<file path="config.mk">
export PLATFORM = sky130hd
export DESIGN_NAME = pix_stream_filter
export DESIGN_NICKNAME = d
export VERILOG_FILES = /design/src/rtl/pix_stream_filter.sv
export SDC_FILE = /design/constraint.sdc
export NUM_CORES = 1
export LEC_CHECK = 0
export BUFFER_PORTS_ARGS = -buffer_cell sky130_fd_sc_hd__buf_2
export CAP_MARGIN = 20
export CORE_MARGIN = 2
export CORE_UTILIZATION = 30
export DETAILED_ROUTE_END_ITERATION = 10
export SYNTH_ARGS = -nofsm -noshare
export SYNTH_HDL_FRONTEND = slang
export SYNTH_SLANG_ARGS = --single-unit
</file>
<file path="constraint.sdc">
create_clock -name clk -period 18.4 [get_ports clk]
set_input_delay 1.84 -clock clk [delete_from_list [all_inputs] [get_ports clk]]
set_output_delay 1.84 -clock clk [all_outputs]
set_load 0.05 [all_outputs]
</file>
<file path="src/rtl/pix_stream_filter.sv">
// Streaming grayscale pixel filter: bypass, invert, threshold or programmable 3x3 convolution
// over a raster-order frame on a valid/ready stream, with start/abort control and a done pulse.
module pix_stream_filter #(
    parameter int PIX_W  = 8,
    parameter int IMG_W  = 32,
    parameter int IMG_H  = 32,
    parameter int COEF_W = 4
) (
    input  logic              clk,
    input  logic              rstn,
    input  logic [PIX_W-1:0]  pixel_in,
    input  logic              VALID_IN,
    output logic              READY_OUT,
    output logic [PIX_W-1:0]  pixel_out,
    output logic              VALID_OUT,
    input  logic              READY_IN,
    input  logic [1:0]        mode,
    input  logic              start,
    input  logic              abort,
    input  logic [3:0]        shift,
    input  logic [PIX_W-1:0]  threshold,
    input  logic              coef_we,
    input  logic [3:0]        coef_idx,
    input  logic [COEF_W-1:0] coef_data,
    output logic              busy,
    output logic              frame_done
);

    localparam int COL_W = $clog2(IMG_W);
    localparam int ROW_W = $clog2(IMG_H);
    localparam int ACC_W = PIX_W + COEF_W + 5;

    localparam logic [COL_W-1:0]        COL_LAST = COL_W'(IMG_W - 1);
    localparam logic [ROW_W-1:0]        ROW_LAST = ROW_W'(IMG_H - 1);
    localparam logic [COL_W-1:0]        COL_TWO  = COL_W'(2);
    localparam logic [ROW_W-1:0]        ROW_TWO  = ROW_W'(2);
    localparam logic signed [ACC_W-1:0] PIX_MAX  = ACC_W'({PIX_W{1'b1}});

    typedef enum logic [1:0] {
        ST_IDLE  = 2'b00,
        ST_RUN   = 2'b01,
        ST_DRAIN = 2'b10
    } state_t;

    typedef enum logic [1:0] {
        MODE_BYPASS = 2'b00,
        MODE_INVERT = 2'b01,
        MODE_CONV   = 2'b10,
        MODE_THRESH = 2'b11
    } mode_t;

    state_t state;
    state_t state_nxt;

    logic [COL_W-1:0] col;
    logic [ROW_W-1:0] row;

    mode_t            mode_q;
    logic [3:0]       shift_q;
    logic [PIX_W-1:0] thr_q;

    logic signed [COEF_W-1:0] kern [9];

    logic [PIX_W-1:0] lb_prev  [IMG_W];
    logic [PIX_W-1:0] lb_prev2 [IMG_W];
    logic [PIX_W-1:0] win      [9];
    logic [PIX_W-1:0] nwin     [9];

    logic signed [ACC_W-1:0] acc;
    logic signed [ACC_W-1:0] acc_sh;

    logic [PIX_W-1:0] conv_pix;
    logic [PIX_W-1:0] result;
    logic             out_en;

    logic accept;
    logic frame_start;
    logic frame_abort;
    logic last_pix;
    logic drain_exit;

    assign accept      = VALID_IN && READY_OUT;
    assign frame_start = (state == ST_IDLE) && start;
    assign frame_abort = (state != ST_IDLE) && abort;
    assign last_pix    = accept && (row == ROW_LAST) && (col == COL_LAST);
    assign drain_exit  = (state == ST_DRAIN) && (!VALID_OUT || READY_IN);

    // NOTE: sequential state uses non-blocking assignments so every register samples pre-edge values.
    always_ff @(posedge clk or negedge rstn) begin
        if (!rstn) begin
            state <= ST_IDLE;
        end else begin
            state <= state_nxt;
        end
    end

    // NOTE: default assignment first keeps this combinational block free of inferred latches.
    always_comb begin
        state_nxt = state;
        case (state)
            ST_IDLE: begin
                if (start) state_nxt = ST_RUN;
            end
            ST_RUN: begin
                if (abort)         state_nxt = ST_IDLE;
                else if (last_pix) state_nxt = ST_DRAIN;
            end
            ST_DRAIN: begin
                if (abort || drain_exit) state_nxt = ST_IDLE;
            end
            default: state_nxt = ST_IDLE;
        endcase
    end

    always_comb begin
        busy      = (state != ST_IDLE);
        READY_OUT = (state == ST_RUN) && (!VALID_OUT || READY_IN);
    end

    // Frame configuration is frozen at start so mid-frame input changes cannot corrupt a frame.
    always_ff @(posedge clk or negedge rstn) begin
        if (!rstn) begin
            col        <= '0;
            row        <= '0;
            mode_q     <= MODE_BYPASS;
            shift_q    <= '0;
            thr_q      <= '0;
            frame_done <= 1'b0;
        end else begin
            frame_done <= drain_exit && !abort;
            if (frame_start) begin
                mode_q  <= mode_t'(mode);
                shift_q <= shift;
                thr_q   <= threshold;
                col     <= '0;
                row     <= '0;
            end else if (frame_abort) begin
                col <= '0;
                row <= '0;
            end else if (accept) begin
                if (col == COL_LAST) begin
                    col <= '0;
                    row <= (row == ROW_LAST) ? '0 : row + ROW_W'(1);
                end else begin
                    col <= col + COL_W'(1);
                end
            end
        end
    end

    always_ff @(posedge clk or negedge rstn) begin
        if (!rstn) begin
            for (int i = 0; i < 9; i++) begin
                kern[i] <= (i == 4) ? COEF_W'(1) : '0;
            end
        end else if ((state == ST_IDLE) && coef_we && (coef_idx <= 4'd8)) begin
            kern[coef_idx] <= coef_data;
        end
    end

    // NOTE: line buffers and window are pure storage, overwritten before use, so they carry no reset.
    always_ff @(posedge clk) begin
        if (accept) begin
            lb_prev2[col] <= lb_prev[col];
            lb_prev[col]  <= pixel_in;
            for (int i = 0; i < 9; i++) begin
                win[i] <= nwin[i];
            end
        end
    end

    // Window as it will look after this accept: rows r-2..r, columns c-2..c, row-major.
    always_comb begin
        for (int i = 0; i < 3; i++) begin
            nwin[3*i]   = win[3*i+1];
            nwin[3*i+1] = win[3*i+2];
            nwin[3*i+2] = '0;
        end
        nwin[2] = lb_prev2[col];
        nwin[5] = lb_prev[col];
        nwin[8] = pixel_in;
    end

    always_comb begin
        acc = '0;
        for (int i = 0; i < 9; i++) begin
            acc = acc + ACC_W'($signed({1'b0, nwin[i]})) * ACC_W'(kern[i]);
        end
        acc_sh = acc >>> shift_q;
        if (acc_sh[ACC_W-1]) begin
            conv_pix = '0;
        end else if (acc_sh > PIX_MAX) begin
            conv_pix = '1;
        end else begin
            conv_pix = acc_sh[PIX_W-1:0];
        end
    end

    always_comb begin
        result = pixel_in;
        out_en = 1'b1;
        case (mode_q)
            MODE_BYPASS: result = pixel_in;
            MODE_INVERT: result = ~pixel_in;
            MODE_THRESH: result = (pixel_in >= thr_q) ? '1 : '0;
            MODE_CONV: begin
                result = conv_pix;
                out_en = (row >= ROW_TWO) && (col >= COL_TWO);
            end
            default: result = pixel_in;
        endcase
    end

    // A new output always wins over a consume, so back-to-back transfers keep VALID_OUT high.
    always_ff @(posedge clk or negedge rstn) begin
        if (!rstn) begin
            pixel_out <= '0;
            VALID_OUT <= 1'b0;
        end else if (frame_abort) begin
            VALID_OUT <= 1'b0;
        end else if (accept && out_en) begin
            pixel_out <= result;
            VALID_OUT <= 1'b1;
        end else if (READY_IN) begin
            VALID_OUT <= 1'b0;
        end
    end

endmodule

</file>
==> summary.md <==
| Metric | Value |
|---|---|
| Status | `finished, final reports clean` |
| Synthesis-stage register bit count | `632` |
| F_max | `90.6 MHz` |
| WL/cell | `22.1 um` |
| # diodes | `0` |
| Remaining DRCs | `0` |
| Post-synth EDFFs | `560` |
| Clock Skew | `0.0534 ns` |
| Largest net degree at the start of global routing | `61` |
| Clock Path Buffers | `3` |
| Hold WC Path Type | `reg2reg` |
| Xor/xnor cell area share of the yosys netlist | `0.567%` |
| Vias per cell | `4.93` |
| CTS tree | `built` |
| Placement Cell Area | `38,600 um^2` |
| Clock buffer count from CTS | `69` |
| Post-DP HPWL | `65.6 mm` |
| Crit path max-delay family | `adder cells` |
| Critical path launch point type | `flop` |
| Synth Area in Compound Gates | `4.95%` |
| Mux share of post-synthesis cell area | `9.47%` |
| First-pass GRT wire length | `143 mm` |
| Vias in the first global route | `21,783` |
| CORE AREA | `120,000 um^2` |
| Worst r2r path cells | `25` |
| Post-CTS setup buffers | `0` |
| Worst-Skew Late Latency | `0.65 ns` |
| Kind of critical path | `reg2reg` |
| CP bufs+invs | `3` |
| Final Util | `34.1%` |
| Post-Synth Simple-Gate Area | `8.03%` |
| Yosys warns | `0` |
| Post-Syn Area | `36,200 um^2` |
| Share of layout cells above drive strength 1 | `16.0%` |
| Final period util | `60.0%` |
| Post-CTS Resized | `0` |
| Syn_nets | `2,957` |
| Sequential element share of the synthesized area | `51.4%` |
| Slowest stage delay, CP | `0.82 ns` |
| Hold path depth | `1` |
| Setup TNS | `0 ns` |
| Final WL | `94.0 mm` |
| Syn Inst Count | `2,492` |
| Clock tree sinks | `632` |
| Gpl congestion | `0.846` |
| Critical path arrival | `11.50 ns` |
| Endpoints failing setup | `0` |
| Synth Area in Adders | `21.2%` |
| GRT Residual Overflow | `0` |
| Mean area per synthesized cell | `14.5 um^2` |
| Fin area | `40,800 um^2` |
| Num ports | `49` |
| RSZ-0062 raised after global routing | `false` |
| Vias | `20,971` |
| Slew headroom | `30.2%` |
| CTS Root Cell | `clkbuf_16` |
| Crit path top cell by count | `fa_1` |
| Initial DRC count | `2,011` |
| CTS H-tree lvls | `3` |
| All-Layer GR Usage | `15.6%` |
| Die area | `124,000 um^2` |
| Starting Density | `30.2%` |
| Min setup slack post-route | `7.36 ns` |
| Pre-CTS WS | `7.36 ns` |
| Main combinational cell family by area after synthesis | `adder cells` |
| Data required time of the critical path | `18.86 ns` |
| Max FO, Critical Path | `44` |
| Post-layout net count | `3,050` |
| Max-cap violations | `0` |
| Slowest library cell on the worst path | `dfrtp_4` |
| Post-synthesis async set-or-reset flop share | `11.4%` |
| Worst Max-Slew Pin Slew | `1.05 ns` |
| Core Rows | `127` |
| Initial antenna violation count | `2` |
| Clk slew on worst S/H paths | `0.06 ns` |
| Port buffer count | `48` |
| Number of routed nets with antenna violations | `0` |
| TritonRoute pass-1 iters | `5` |
| Commonest non-fill, non-tap cell in the layout | `edfxtp_1` |
| Die H | `351 um` |
| Setup crit end kind | `flop` |
| Main synth FF type | `edfxtp_1` |
| Commonest cells after routing, fill and taps aside | `edfxtp_1, inv_1, fa_1` |
| P&R area growth vs syn | `12.7%` |
| WP depth | `25` |
| Final Hold Fails | `0` |
| Synth cell types | `79` |
| Post-layout min period | `11.04 ns` |
| Fin. max-slew vios | `0` |
| CTS Hold Bufs | `0` |
| Die Wd | `351 um` |
-- worst reg2reg max path, cell delays in order, from the launching register on --
cell	delay (ns)
dfrtp_4	0.82
buf_4	0.53
buf_4	0.79
mux4_2	0.63
a22oi_1	0.25
nand4_1	0.42
or2_2	0.47
fa_1	0.50
fa_1	0.55
inv_1	0.05
fa_1	0.50
fa_1	0.44
fa_1	0.57
fa_1	0.45
fa_1	0.52
fa_1	0.50
fa_1	0.47
a21o_1	0.23
a221o_2	0.45
a211o_1	0.30
and2_1	0.24
or3_1	0.33
a32oi_1	0.38
a21oi_2	0.14
o21bai_4	0.22
a32oi_1	0.13
-- kinds of logic (layout without fill, tap and decap cells) --
group           Yosys count  after routing
mux                     175            175
compound gates          251            251
buf+inv                 419            565
fa+ha+maj               428            428
xor+xnor                 21             21
flops                   632            632
simple gates            566            566
-- registers in the layout, indices dropped and copies added (netlist names) --
signal	count
lb_prev2	256
lb_prev	256
win	48
kern	36
pixel_out	8
thr_q	8
col	5
row	5
shift_q	4
mode_q	2
state	2
VALID_OUT	1
frame_done	1
-- final cells by class --
class                      count  area [um^2]
clock inverter                41          398
timing repair buffer         112          723
fill                       11626        79000
tap                         1612         2020
clock buffer                  83         1810
inverter                     329         1230
sequential                   632        18600
multi-input combinational   1441        16000
-- worst paths after layout --
| kind | slack (ns) | start | to |
|---|---|---|---|
| min in group asynchronous | 1.14 | rstn | kern[33]$_DFFE_PN0P_ |
| min reg2reg | 0.51 | thr_q[0]$_DFFE_PN0P_ | thr_q[0]$_DFFE_PN0P_ |
| max | 7.36 | col[0]$_DFFE_PN0P_ | pixel_out[0]$_DFFE_PN0P_ |
| max reg2reg | 7.36 | col[0]$_DFFE_PN0P_ | pixel_out[0]$_DFFE_PN0P_ |
| min | 0.51 | thr_q[0]$_DFFE_PN0P_ | thr_q[0]$_DFFE_PN0P_ |
| max in group asynchronous | 16.25 | rstn | col[1]$_DFFE_PN0P_ |
-- per-stage QoR --
stage          std cells  hold WS (ns)
2_1_floorplan       2492         0.461
3_3_place_gp        4126         0.490
3_5_place_dp        4126         0.498
4_1_cts             4250         0.507
5_1_grt             4250         0.538
6_report            4250         0.508
-- Yosys cell counts (4+ instances only) --
| master | count | area, um^2 |
|---|---|---|
| a211o_1 | 7 | 61.3 |
| a211oi_1 | 11 | 82.6 |
| a21o_1 | 10 | 75.1 |
| a21oi_1 | 38 | 190 |
| a22oi_1 | 64 | 480 |
| a311oi_1 | 4 | 35.0 |
| a31oi_1 | 13 | 81.3 |
| and2_1 | 142 | 888 |
| and3_1 | 6 | 37.5 |
| buf_1 | 23 | 86.3 |
| buf_2 | 5 | 25.0 |
| clkbuf_1 | 60 | 225 |
| dfrtp_1 | 71 | 1780 |
| edfxtp_1 | 560 | 16800 |
| fa_1 | 308 | 6170 |
| ha_1 | 120 | 1500 |
| inv_1 | 326 | 1220 |
| mux2_2 | 41 | 462 |
| mux2i_1 | 4 | 40.0 |
| mux4_2 | 130 | 2930 |
| nand2_1 | 141 | 529 |
| nand2b_1 | 33 | 206 |
| nand3_1 | 18 | 90.1 |
| nand3b_1 | 4 | 30.0 |
| nand4_1 | 22 | 138 |
| nor2_1 | 115 | 432 |
| nor2b_1 | 16 | 100 |
| nor3_1 | 15 | 75.1 |
| nor3b_1 | 7 | 52.6 |
| nor4_1 | 9 | 56.3 |
| o211ai_1 | 7 | 52.6 |
| o21a_1 | 7 | 52.6 |
| o21ai_0 | 34 | 170 |
| o21bai_1 | 4 | 30.0 |
| o221ai_1 | 5 | 43.8 |
| or2_2 | 17 | 106 |
| or3_1 | 7 | 43.8 |
| or4_1 | 4 | 30.0 |
| xnor2_1 | 11 | 96.3 |
| xor2_1 | 8 | 70.1 |
-- routing by layer --
layer / part of all wire (%) / vias to the layer above / track usage [%]
met1: 44 / 11101 / 22.2
met4: 2.3 / 2 / 4.37
li1: - / 9055 / -
met2: 48 / 684 / 25.2
met5: 0.013 / - / 0
met3: 5.7 / 129 / 1.66
Power is left out: the tool's default activity adds up to more than one toggle a clock period on the data nets, which glitch-free logic cannot reach.
